File: config.mk
export PLATFORM = sky130hd
export DESIGN_NAME = led_recv
export DESIGN_NICKNAME = d
export VERILOG_FILES = /design/src/rtl/led_pkg.sv /design/src/rtl/led_sync_edge.sv /design/src/rtl/led_recv.sv
export SDC_FILE = /design/constraint.sdc
export NUM_CORES = 1
export LEC_CHECK = 0
export BUFFER_PORTS_ARGS = -buffer_cell sky130_fd_sc_hd__buf_2
export CAP_MARGIN = 25
export CORE_AREA = 2 2 102 104
export DETAILED_ROUTE_END_ITERATION = 10
export DIE_AREA = 0 0 104 106
export PLACE_DENSITY = 0.61
export SYNTH_ARGS = -nofsm -noshare
export SYNTH_HDL_FRONTEND = slang
export SYNTH_HIERARCHICAL = 1
export SYNTH_SLANG_ARGS = --single-unit
File: constraint.sdc
create_clock -name clk -period 4.5 [get_ports clk]
set_input_delay 0.9 -clock clk [delete_from_list [all_inputs] [get_ports clk]]
set_output_delay 0.9 -clock clk [all_outputs]
set_load 0.01 [all_outputs]
File: src/rtl/led_pkg.sv
// led_pkg: shared states and constants for the LED strip link receiver.
// Optional watchdog in the receiver is enabled with `LED_RECV_TIMEOUT_EN.
package led_pkg;

   typedef enum logic [1:0] {
      IDLE,
      SYNC,
      DATA
   } recv_state_t;

   localparam logic [31:0] LED_START_FRAME = 32'h0000_0000;
   localparam logic [31:0] LED_END_FRAME   = 32'hFFFF_FFFF;
   localparam logic [2:0]  LED_HDR         = 3'b111;

   localparam logic [1:0] ERR_HDR = 2'd0;
   localparam logic [1:0] ERR_END = 2'd1;
   localparam logic [1:0] ERR_OVF = 2'd2;
   localparam logic [1:0] ERR_TMO = 2'd3;

endpackage

File: src/rtl/led_sync_edge.sv
// led_sync_edge: two-flop synchronisers for cki/sdi and cki rise detect.
// Optional receiver watchdog is enabled with `LED_RECV_TIMEOUT_EN.
module led_sync_edge (
   input  logic clk,
   input  logic rstn,
   input  logic cki,
   input  logic sdi,
   output logic sdi_s,
   output logic cki_rise
);

   logic [2:0] cki_q;
   logic [1:0] sdi_q;

   // cki idles high, so its flops come out of reset high: no false rise.
   always_ff @(posedge clk or negedge rstn) begin
      if (!rstn) begin
         cki_q <= 3'b111;
         sdi_q <= 2'b00;
      end else begin
         cki_q <= {cki_q[1:0], cki};
         sdi_q <= {sdi_q[0], sdi};
      end
   end

   assign sdi_s    = sdi_q[1];
   assign cki_rise = cki_q[1] & ~cki_q[2];

endmodule

File: src/rtl/led_recv.sv
// led_recv: decodes start / LED_NUM LED / end frames into FIFO writes.
// Define `LED_RECV_TIMEOUT_EN to abort stalled packets after TIMEOUT_CNT clk.
module led_recv #(
   parameter int LED_NUM     = 4,
   parameter int TIMEOUT_CNT = 64
) (
   input  logic        clk,
   input  logic        rstn,
   input  logic        cki,
   input  logic        sdi,
   input  logic        fifo_full,
   output logic        wr,
   output logic [23:0] wdata,
   output logic [4:0]  bright,
   output logic        frame_done,
   output logic        err,
   output logic [1:0]  err_code
);
   import led_pkg::*;

   localparam int IW = $clog2(LED_NUM + 1);

   recv_state_t state, state_nx;

   logic          sdi_s;
   logic          cki_rise;
   logic [31:0]   sh;
   logic [31:0]   sh_nx;
   logic [5:0]    zero_cnt;
   logic [4:0]    bit_cnt;
   logic [IW-1:0] led_idx;
   logic          frame_end;
   logic          is_end;
   logic          tmo;
   logic          ovf;

   logic          wr_pend, wr_nx;
   logic          done_q, done_nx;
   logic          err_q, err_nx;
   logic [1:0]    code_q, code_nx;
   logic [23:0]   wdata_q;
   logic [4:0]    bright_q;

   led_sync_edge u_sync (
      .clk      (clk),
      .rstn     (rstn),
      .cki      (cki),
      .sdi      (sdi),
      .sdi_s    (sdi_s),
      .cki_rise (cki_rise)
   );

   assign sh_nx     = {sh[30:0], sdi_s};
   assign frame_end = (state == DATA) && cki_rise && (bit_cnt == 5'd31);
   assign is_end    = (led_idx == IW'(LED_NUM));

`ifdef LED_RECV_TIMEOUT_EN
   localparam int TW = $clog2(TIMEOUT_CNT) + 1;

   logic [TW-1:0] idle_cnt;

   assign tmo = (state != IDLE) && !cki_rise &&
                (idle_cnt == TW'(TIMEOUT_CNT - 1));

   always_ff @(posedge clk or negedge rstn) begin
      if (!rstn)
         idle_cnt <= '0;
      else if (state == IDLE || cki_rise)
         idle_cnt <= '0;
      else
         idle_cnt <= idle_cnt + 1'b1;
   end
`else
   logic [31:0] unused_tmo;

   assign unused_tmo = TIMEOUT_CNT;
   assign tmo        = 1'b0;
`endif

   always_comb begin
      state_nx = state;
      wr_nx    = 1'b0;
      done_nx  = 1'b0;
      err_nx   = 1'b0;
      code_nx  = ERR_HDR;
      unique case (state)
         IDLE: if (zero_cnt == 6'd32) state_nx = SYNC;
         SYNC: if (cki_rise && sdi_s) state_nx = DATA;
         DATA: begin
            if (frame_end && !is_end) begin
               if (sh_nx[31:29] == LED_HDR) begin
                  wr_nx = 1'b1;
               end else begin
                  err_nx  = 1'b1;
                  code_nx = ERR_HDR;
               end
            end
            if (frame_end && is_end) begin
               state_nx = IDLE;
               if (sh_nx == LED_END_FRAME) begin
                  done_nx = 1'b1;
               end else begin
                  err_nx  = 1'b1;
                  code_nx = ERR_END;
               end
            end
         end
         default: state_nx = IDLE;
      endcase
      if (tmo) begin
         state_nx = IDLE;
         err_nx   = 1'b1;
         code_nx  = ERR_TMO;
      end
   end

   always_ff @(posedge clk or negedge rstn) begin
      if (!rstn)
         state <= IDLE;
      else
         state <= state_nx;
   end

   // zero_cnt only runs while parked in IDLE, so it restarts on return.
   always_ff @(posedge clk or negedge rstn) begin
      if (!rstn) begin
         sh       <= '0;
         zero_cnt <= '0;
         bit_cnt  <= '0;
         led_idx  <= '0;
      end else begin
         if (cki_rise)
            sh <= sh_nx;
         if (state != IDLE || state_nx != IDLE)
            zero_cnt <= '0;
         else if (cki_rise && sdi_s)
            zero_cnt <= '0;
         else if (cki_rise && zero_cnt != 6'd32)
            zero_cnt <= zero_cnt + 6'd1;
         if (state_nx == IDLE) begin
            bit_cnt <= '0;
            led_idx <= '0;
         end else if (state == SYNC && cki_rise && sdi_s) begin
            bit_cnt <= 5'd1;
            led_idx <= '0;
         end else if (state == DATA && cki_rise) begin
            bit_cnt <= bit_cnt + 5'd1;
            if (frame_end)
               led_idx <= led_idx + 1'b1;
         end
      end
   end

   assign ovf = wr_pend & fifo_full;

   always_ff @(posedge clk or negedge rstn) begin
      if (!rstn) begin
         wr_pend  <= 1'b0;
         done_q   <= 1'b0;
         err_q    <= 1'b0;
         code_q   <= ERR_HDR;
         wdata_q  <= '0;
         bright_q <= '0;
      end else begin
         wr_pend <= wr_nx;
         done_q  <= done_nx;
         err_q   <= err_nx;
         if (err_nx)
            code_q <= code_nx;
         else if (ovf)
            code_q <= ERR_OVF;
         if (wr_nx) begin
            wdata_q  <= sh_nx[23:0];
            bright_q <= sh_nx[28:24];
         end
      end
   end

   // Overflow is judged in the write cycle itself and replaces the write.
   assign wr         = wr_pend & ~fifo_full;
   assign err        = err_q | ovf;
   assign err_code   = ovf ? ERR_OVF : code_q;
   assign frame_done = done_q;
   assign wdata      = wdata_q;
   assign bright     = bright_q;

endmodule

==> impl_metrics.env, run 1 <==
export IMPL_outcome="completed"
export IMPL_p_leak_nw=2.22
export IMPL_nets=305
export IMPL_grt_max_degree=47
export IMPL_synthFlopType="dfrtp_1"
export IMPL_finalMaxSlewViolations=0
export IMPL_internal_power_mw=1.28
export IMPL_cts_root_buf="clkbuf_8"
export IMPL_cp_arrival_ns=2.75
export IMPL_postCtsSetupRepairBufs=0
export IMPL_n_antenna_cell=0
export IMPL_cts_made_buffers=9
export IMPL_synth_nets=265
export IMPL_final_hold_violation_count=0
export IMPL_synth_distinct_cells=39
export IMPL_holdCritPathClass="reg2reg"
export IMPL_worst_setup_path_start_kind="register"
export IMPL_hold_buffers=0
export IMPL_tightest_slew_ns=0.754
export IMPL_clkPwrFrac_pct=36.6
export IMPL_drv_cap=0
export IMPL_die_y_um=106
export IMPL_start_util_pct=36.7
export IMPL_drive_above_1_share_pct=40.5
export IMPL_yosys_warnings=6
export IMPL_use_met3_pct=2.33
export IMPL_vias_per_cell=4.66
export IMPL_syn_inst=254
export IMPL_synth_edff_count=0
export IMPL_synthToLayoutAreaGrowth_pct=15.0
export IMPL_worst_slack_ns=1.97
export IMPL_clock_sink_count=86
export IMPL_synth_most_common_cell="dfrtp_1"
export IMPL_path_cells="nor2b_4 -> buf_4 -> and4b_1 -> nand2_4 -> mux2_4"
export IMPL_cts_resized=0
export IMPL_num_rows=37
export IMPL_avgSynthCellArea_um2=14.4
export IMPL_dieArea_um2=11000
export IMPL_p_sw_mw=0.389
export IMPL_h_tree_depth=3
export IMPL_grt_overflow=0
export IMPL_finalSetupViolCount=0
export IMPL_globalRouteTotalUtil_pct=12.2
export IMPL_yosys_register_bits=86
export IMPL_wl_um=6130
export IMPL_antenna_found_initial=0
export IMPL_worstPathRequired_ns=4.72
export IMPL_grt_met2_usage_pct=17.9
export IMPL_finClkSkew_ns=0.00872
export IMPL_core_area_um2=10000
export IMPL_fin_setup_tns_ns=0
export IMPL_crit_type="reg2reg"
export IMPL_p_total_mw=1.67
export IMPL_drtIter0Drc=83
export IMPL_post_route_drc_count=0
export IMPL_power_density_nw_per_um2=395
export IMPL_vias=2025
export IMPL_path_clk_slew_ns=0.08
export IMPL_period_needed_ns=2.53
export IMPL_sw_frac_of_total_pct=23.4
export IMPL_io_buffers=38
export IMPL_ant_nets=0
export IMPL_io_pins=39
export IMPL_combinationalPowerShare_pct=7.6
export IMPL_max_freq_mhz=395
export IMPL_wl_per_cell_um=14.1
export IMPL_grt_pass1_vias=2077
export IMPL_gp_congestion=0.692
export IMPL_hpwl_um=4140
export IMPL_drtPass1Iterations=4
export IMPL_critPathBufInv=1
export IMPL_grt_pass1_wl_um=10600
export IMPL_pwr_share_seq_pct=55.8
export IMPL_crit_fanout=42
export IMPL_cp_slowest_cell="dfstp_2"
export IMPL_max_slew_margin_pct=49.3
export IMPL_ir_drop_mv=0.182
export IMPL_clockBufferDepth=2
export IMPL_synthArstFlopShare_pct=100
export IMPL_dp_slack_ns=1.95
export IMPL_die_w_um=104
export IMPL_netlist_area_um2=3670
export IMPL_clkLatencyLatePin_ns=0.34
export IMPL_synth_area_leaders="dfrtp_1 (57%), mux2_4 (12%), mux2_2 (9.2%)"
export IMPL_synthTopCellsByCount="dfrtp_1 (83), mux2_2 (30), mux2_4 (29)"
export IMPL_rsz0062_at_grt="no"
export IMPL_synth_yosys_seq_area_share_pct=58.8
export IMPL_grt_busiest_layer="met2"
export IMPL_yosys_area_top_type_share_pct=56.6
export IMPL_cts_tree="yes"
export IMPL_max_stage_delay_ns=0.54
export IMPL_grt_use_met1_pct=17.5
export IMPL_endpoint_kind="register"
export IMPL_cp_top_family="simple AND/OR/NAND/NOR gates"
export IMPL_period_share_pct=56.3
export IMPL_synth_largest_area_cell="dfrtp_1"
==> per-layer routing <==
layer / vias to the layer above / wire [um]
met5: - / 0
met4: 0 / 100
met3: 7 / 210
met2: 39 / 2740
met1: 1011 / 3080
li1: 968 / -
==> cells in the final DEF (no fill, tap or decap), types with 7 or more instances in the layout <==
cell	Yosys	final
clkbuf_8	0	12
mux2_2	30	30
nor2_1	16	16
buf_2	3	37
xor2_1	7	7
nand4_1	8	8
mux2_4	29	29
dfrtp_1	83	83
nand2_1	7	7
==> cells by family after synthesis <==
logic type,synth area share (%)
adders and majority gates,2.05
muxes,22.2
and+or+nand+nor,8.73
xor gates and xnor gates,2.15
buffers and inverters,2.87
AOI/OAI and AO/OA,3.24
DFF,58.8
==> power by group through the flow <==
stage                     Clock [mW]  Combinational [mW]  Sequential [mW]
after floorplan                    0              0.0971            0.912
after global placement             0               0.121            0.944
after detailed placement           0               0.130            0.947
after CTS                      0.632               0.130            0.932
after global routing           0.666               0.144            0.944
final                          0.611               0.126            0.930
==> layout make-up <==
type / count / area (um^2)
clock buffers: 13 / 169
flip-flops and latches: 86 / 2160
inverters: 6 / 22.5
multi-input cells: 151 / 1410
clock inverters: 3 / 65.1
repair buffers: 40 / 228
well taps: 136 / 170
fillers: 976 / 5780
==> sequential cells by signal (all words and copies together), names as in the netlist, 3 cells and up <==
name / cells
sh: 31
wdata: 24
zero_cnt: 6
bit_cnt: 5
bright: 5
led_idx: 3
u_sync/cki_q: 3
==> through the flow <==
step	cells	hold WS (ns)	cell area [um^2]	util [%]
after floorplan	254	0.331	3670	-
after global placement	418	0.340	3960	39.6
after detailed placement	419	0.348	3980	39.8
after CTS	435	0.360	4220	42.2
after global routing	435	0.363	4220	42.2
final	435	0.358	4220	42.2
==> final timing paths <==
path                            startpoint         endpoint  slack [ns]  cells after the start
max in group asynchronous             rstn           sh[15]        3.37                      2
max reg2reg                u_sync/cki_q[1]        wdata[14]        1.97                      5
min in group asynchronous             rstn      zero_cnt[3]        0.54                      1
min reg2reg                u_sync/cki_q[0]  u_sync/cki_q[1]        0.36                      0
min                        u_sync/cki_q[0]  u_sync/cki_q[1]        0.36                      0
max                        u_sync/cki_q[1]        wdata[14]        1.97                      5
==> worst register-to-register path, cell delays in order, from the launching register on <==
cell	delay [ns]
dfstp_2	0.54
nor2b_4	0.12
buf_4	0.42
and4b_1	0.49
nand2_4	0.41
mux2_4	0.45
(Power assumes the default switching activity.)
==> run 2: changes to the inputs <==
ABC_AREA = 1   (was not set)
clock period = 2.4 ns   (was 4.5 ns; I/O delays follow)
==> run 2 against run 1 <==
- total power grew 79%
- register-to-register slack got worse by 1.4 ns
- clock power is 100% higher
- routed wire length increased by 7.8%
- non-clock buffer count increased by 2
- core utilization grew 0.46 points
- cell area up 1.1%
- cell count up 37%
- critical endpoint is now wdata[3]
- highest routed layer unchanged
==> impl_metrics.env, run 2 <==
export IMPL_finClkSkew_ns=0.00936
export IMPL_holdCritPathClass="in2async"
export IMPL_outcome="completed"
export IMPL_cts_tree="yes"
export IMPL_synth_edff_count=0
export IMPL_avgSynthCellArea_um2=8.87
export IMPL_clockBufferDepth=2
export IMPL_rsz0062_at_grt="no"
export IMPL_vias=2653
export IMPL_utilization_pct=42.6
export IMPL_grt_overflow=0
export IMPL_yosys_area_top_type_share_pct=56.6
export IMPL_period_share_pct=77.9
export IMPL_drive_above_1_share_pct=15.7
export IMPL_hpwl_um=4770
export IMPL_clock_sink_count=86
export IMPL_grt_pass1_vias=2555
export IMPL_max_freq_mhz=535
export IMPL_start_util_pct=36.7
export IMPL_drtPass1Iterations=4
export IMPL_cp_arrival_ns=2.13
export IMPL_route_met3_wl_um=168
export IMPL_fin_setup_tns_ns=0
export IMPL_syn_inst=414
export IMPL_crit_fanout=45
export IMPL_yosys_register_bits=86
export IMPL_synthFlopType="dfrtp_1"
export IMPL_core_area_um2=10000
export IMPL_drtIter0Drc=152
export IMPL_crit_type="reg2reg"
export IMPL_dieArea_um2=11000
export IMPL_vias_per_cell=4.46
export IMPL_globalRouteTotalUtil_pct=13.0
export IMPL_synthArstFlopShare_pct=100
export IMPL_final_hold_violation_count=0
export IMPL_endpoint_kind="register"
export IMPL_cts_root_buf="clkbuf_8"
export IMPL_clkLatencyLatePin_ns=0.36
export IMPL_final_cell_mix="nand2_1 (112), dfrtp_1 (83), inv_1 (54)"
export IMPL_cts_resized=0
export IMPL_grt_max_degree=49
export IMPL_worst_slack_ns=0.529
export IMPL_largest_register="sh"
export IMPL_worstPathRequired_ns=2.66
export IMPL_num_rows=37
export IMPL_io_pins=39
export IMPL_fin_area_um2=4260
export IMPL_period_needed_ns=1.87
export IMPL_place_area_um2=4010
export IMPL_wl_per_cell_um=11.1
export IMPL_synth_yosys_seq_area_share_pct=58.7
export IMPL_power_density_nw_per_um2=700
export IMPL_synth_distinct_cells=30
export IMPL_hold_buffers=0
export IMPL_wl_um=6600
export IMPL_die_y_um=106
export IMPL_max_slew_margin_pct=66.3
export IMPL_ant_nets=0
export IMPL_finalMaxSlewViolations=0
export IMPL_h_tree_depth=3
export IMPL_worst_setup_path_start_kind="register"
export IMPL_met2_length_um=3050
export IMPL_final_common_cell="nand2_1"
export IMPL_critPathBufInv=2
export IMPL_netlist_area_um2=3670
export IMPL_drv_cap=0
export IMPL_io_buffers=38
export IMPL_grt_pass1_wl_um=11600
export IMPL_nets=465
export IMPL_tightest_slew_ns=0.506
export IMPL_post_route_drc_count=0
export IMPL_cts_made_buffers=9
export IMPL_synthTopCellsByCount="nand2_1 (112), dfrtp_1 (83), inv_1 (54)"
export IMPL_largest_reg_flops=31
export IMPL_yosys_warnings=6
export IMPL_synth_area_leaders="dfrtp_1 (57%), nand2_1 (11%), o21ai_0 (5.7%)"
export IMPL_synth_largest_area_cell="dfrtp_1"
export IMPL_gp_congestion=0.790
export IMPL_synth_most_common_cell="nand2_1"
export IMPL_cp_top_family="simple AND/OR/NAND/NOR gates"
export IMPL_antenna_found_initial=0
export IMPL_dr_max_layer_used="met4"
export IMPL_hold_slack_ns=0.0854
export IMPL_synth_nets=425
export IMPL_dp_slack_ns=0.542
export IMPL_ir_drop_mv=0.382
export IMPL_path_cells="ha_1 -> nand2_1 -> nor2_1 -> ha_1 -> nand3_4 -> inv_2 -> nand2_2 -> buf_12 -> nand2_1 -> o21ai_0"
export IMPL_wl_met1_um=3300
export IMPL_cp_slowest_cell="dfrtp_1"
export IMPL_synthToLayoutAreaGrowth_pct=16.1
export IMPL_p_leak_nw=1.99
export IMPL_die_w_um=104
export IMPL_postCtsSetupRepairBufs=0
export IMPL_max_stage_delay_ns=0.41
export IMPL_finalSetupViolCount=0
export IMPL_n_antenna_cell=0
export IMPL_path_clk_slew_ns=0.08
run 2: power breakdown:
group | internal, mW | switching [mW]
Combinational | 0.0482 | 0.119
Sequential | 1.52 | 0.0505
Clock | 0.708 | 0.542
run 2: cell type report:
| cell class | instances | area [um^2] |
|---|---|---|
| tap | 136 | 170 |
| clock buffer | 9 | 124 |
| sequential | 86 | 2160 |
| timing repair buffer | 42 | 248 |
| inverter | 57 | 216 |
| multi-input combinational | 258 | 1220 |
| clock inverter | 7 | 128 |
| fill | 1029 | 5740 |
run 2: metrics by stage:
step	total power, mW	cells
after floorplan	1.69	414
after global placement	1.76	579
after detailed placement	1.77	579
after CTS	3.03	595
after global routing	3.14	595
final	2.99	595
run 2: path summary, 6_finish.rpt:
check	endpoint	cells past startpoint	slack [ns]	startpoint
min in group clk	u_sync/cki_q[0]	1	0.22	cki
worst max-delay path	wdata[3]	10	0.53	bit_cnt[0]
worst max register to register	wdata[3]	10	0.53	bit_cnt[0]
worst min-delay path	wdata[10]	1	0.09	rstn
max in group asynchronous	u_sync/cki_q[2]	2	1.65	rstn
worst min register to register	u_sync/cki_q[1]	0	0.36	u_sync/cki_q[0]
run 2: worst register-to-register path, stage by stage, from the launching register on:
cell and delay [ns]:
dfrtp_1 0.41, ha_1 0.22, nand2_1 0.07, nor2_1 0.04, ha_1 0.21, nand3_4 0.12
inv_2 0.06, nand2_2 0.23, buf_12 0.24, nand2_1 0.08, o21ai_0 0.09
run 2: layer usage:
| metal | vias to the layer above | track usage (%) |
|---|---|---|
| li1 | 1371 | - |
| met4 | 0 | 4.34 |
| met2 | 32 | 20.8 |
| met3 | 8 | 3.13 |
| met1 | 1242 | 17.4 |
| met5 | - | 0 |
run 2: cells by family (layout without fill, tap and decap cells):
logic type,count (synthesis),count (layout),share of synthesized area (%)
flip-flops,86,86,58.7
AO/OA/AOI/OAI,68,68,9.40
adder cells (fa/ha/maj),6,6,2.04
AND/OR/NAND/NOR,179,179,20.5
buffers and inverters,70,115,8.18
XOR/XNOR,5,5,1.19
==> run 3: changes to the inputs <==
PLACE_DENSITY = 0.63   (was 0.61)
clock period = 1.6 ns   (was 2.4 ns; I/O delays follow)
==> run 3 against run 2 <==
- the flow now finishes with violations (setup timing)
- largest cell class unchanged
- via count up 4.9%
- sequential share of layout area down 4.5 points
- worst hold slack worse by 0.026 ns
- clock power up 35%
- routed wire length up 14%
- critical endpoint is now wdata[2]
- clock skew up 0.0032 ns
- count of clock-buffer cells in the layout unchanged
==> impl_metrics.env, run 3 (synthesis gave the netlist of run 2 again) <==
export IMPL_fin_area_um2=4670
export IMPL_path_clk_slew_ns=0.09
export IMPL_crit_type="reg2reg"
export IMPL_p_total_mw=4.32
export IMPL_final_hold_violation_count=0
export IMPL_final_cell_mix="nand2_1 (92), dfrtp_1 (83), inv_1 (51)"
export IMPL_largest_register="sh"
export IMPL_hold_slack_ns=0.0597
export IMPL_grt_max_degree=41
export IMPL_drive_above_1_share_pct=28.1
export IMPL_finalMaxSlewViolations=0
export IMPL_finClkSkew_ns=0.0126
export IMPL_die_y_um=106
export IMPL_max_freq_mhz=598
export IMPL_fin_setup_tns_ns=-1.31
export IMPL_multi_input_area_um2=1420
export IMPL_wl_per_cell_um=12.3
export IMPL_grt_pass1_vias=2707
export IMPL_wl_um=7560
export IMPL_tightest_slew_ns=0.408
export IMPL_io_buffers=38
export IMPL_drtPass1Iterations=4
export IMPL_vias=2783
export IMPL_finalSetupViolCount=32
export IMPL_antenna_found_initial=0
export IMPL_grt_met2_usage_pct=22.5
export IMPL_nets=486
export IMPL_clockBufferDepth=2
export IMPL_regArea_um2=2160
export IMPL_period_needed_ns=1.67
export IMPL_place_area_um2=4110
export IMPL_globalRouteTotalUtil_pct=14.3
export IMPL_h_tree_depth=3
export IMPL_cts_made_buffers=9
export IMPL_num_rows=37
export IMPL_vias_per_cell=4.52
export IMPL_nFillCells=978
export IMPL_max_slew_margin_pct=72.6
export IMPL_final_cells=616
export IMPL_violations="setup timing"
export IMPL_grt_busiest_layer="met2"
export IMPL_drtIter0Drc=129
export IMPL_post_route_drc_count=0
export IMPL_max_stage_delay_ns=0.38
export IMPL_crit_fanout=11
export IMPL_utilization_pct=46.7
export IMPL_ir_drop_mv=0.361
export IMPL_path_cells="ha_2 -> nand2_2 -> nor2_2 -> ha_2 -> nand3_4 -> inv_6 -> nand2_8 -> clkbuf_16 -> nand2_1 -> o21ai_0"
export IMPL_cts_tree="yes"
export IMPL_gp_congestion=0.797
export IMPL_hpwl_um=5110
export IMPL_cp_common_cell="ha_2"
export IMPL_cp_slowest_cell="dfrtp_1"
export IMPL_endpoint_kind="register"
export IMPL_dieArea_um2=11000
export IMPL_drv_cap=0
export IMPL_outcome="finished with violations"
export IMPL_dp_slack_ns=-0.0616
export IMPL_use_met3_pct=3.00
export IMPL_clkLatencyLatePin_ns=0.36
export IMPL_worst_slack_ns=-0.0721
export IMPL_grt_use_met1_pct=18.8
export IMPL_cp_top_family="simple AND/OR/NAND/NOR gates"
export IMPL_clock_sink_count=86
export IMPL_grt_pass1_wl_um=12600
export IMPL_core_area_um2=10000
export IMPL_synthToLayoutAreaGrowth_pct=27.3
export IMPL_grt_overflow=0
export IMPL_ant_nets=0
export IMPL_power_density_nw_per_um2=924
export IMPL_cts_root_buf="clkbuf_8"
export IMPL_critPathBufInv=2
export IMPL_start_util_pct=36.7
export IMPL_final_common_cell="nand2_1"
export IMPL_largest_reg_flops=31
export IMPL_period_share_pct=105
export IMPL_cp_arrival_ns=1.93
export IMPL_worstPathRequired_ns=1.85
export IMPL_worst_setup_path_start_kind="register"
export IMPL_io_pins=39
export IMPL_placed_cells=591
export IMPL_p_leak_nw=2.19
export IMPL_holdCritPathClass="in2reg"
export IMPL_rsz0062_at_grt="yes"
export IMPL_die_w_um=104
export IMPL_n_antenna_cell=0
==> run 3: cell types whose count changed in the layout (fill, tap and decap cells not counted), moves of 3 or more <==
| cell | delta |
|---|---|
| nor2_1 | -6 |
| nand2_1 | -20 |
| o21ai_0 | -9 |
| inv_1 | -3 |
| nand2_4 | +5 |
| nand2_2 | +15 |
| nor2_2 | +4 |
| buf_4 | +11 |
| clkbuf_16 | +3 |
| o21ai_2 | +6 |
| buf_6 | +4 |
==> run 3: per-layer routing <==
metal | vias up | share of wire (%)
met2 | 45 | 48
li1 | 1415 | -
met3 | 11 | 3.6
met1 | 1312 | 46
met4 | 0 | 1.9
met5 | - | 0
==> run 3: final cells by class <==
cell class                 instances  share of cell area [%]
clock buffer                       9                    2.65
clock inverter                     7                    2.06
inverter                          57                    4.79
multi-input combinational        259                    30.5
sequential                        86                    46.1
tap                              136                    3.64
timing repair buffer              62                    10.3
==> run 3: worst paths after layout <==
check,slack [ns],end,cells past startpoint,from
max,-0.07,wdata[2],10,bit_cnt[1]
min,0.06,u_sync/cki_q[0],1,cki
max reg2reg,-0.07,wdata[2],10,bit_cnt[1]
min reg2reg,0.36,u_sync/cki_q[1],0,u_sync/cki_q[0]
max in group asynchronous,0.54,sh[17],3,rstn
min in group asynchronous,0.42,wdata[14],2,rstn
==> run 3: worst register-to-register path, cell delays in order (launching register included) <==
cell	delay (ns)
dfrtp_1	0.38
ha_2	0.20
nand2_2	0.06
nor2_2	0.10
ha_2	0.20
nand3_4	0.12
inv_6	0.12
nand2_8	0.09
clkbuf_16	0.19
nand2_1	0.05
o21ai_0	0.06
==> run 3: power by group <==
group	switching, mW	internal [mW]	leakage, nW
clock	0.807	0.888	0.114
combinational	0.186	0.0845	0.903
sequential	0.0767	2.28	1.17
total	1.07	3.25	2.19
==> run 3: timing repair <==
item | 4_1_cts | 5_1_grt
endpoints found under the hold margin | 24 | 0
gates cloned | 0 | 4
hold buffers | 1 | 0
setup buffers | 0 | 4
resized for setup | 7 | 63
pin swaps | 1 | 13
setup endpoints to repair | 34 | 67
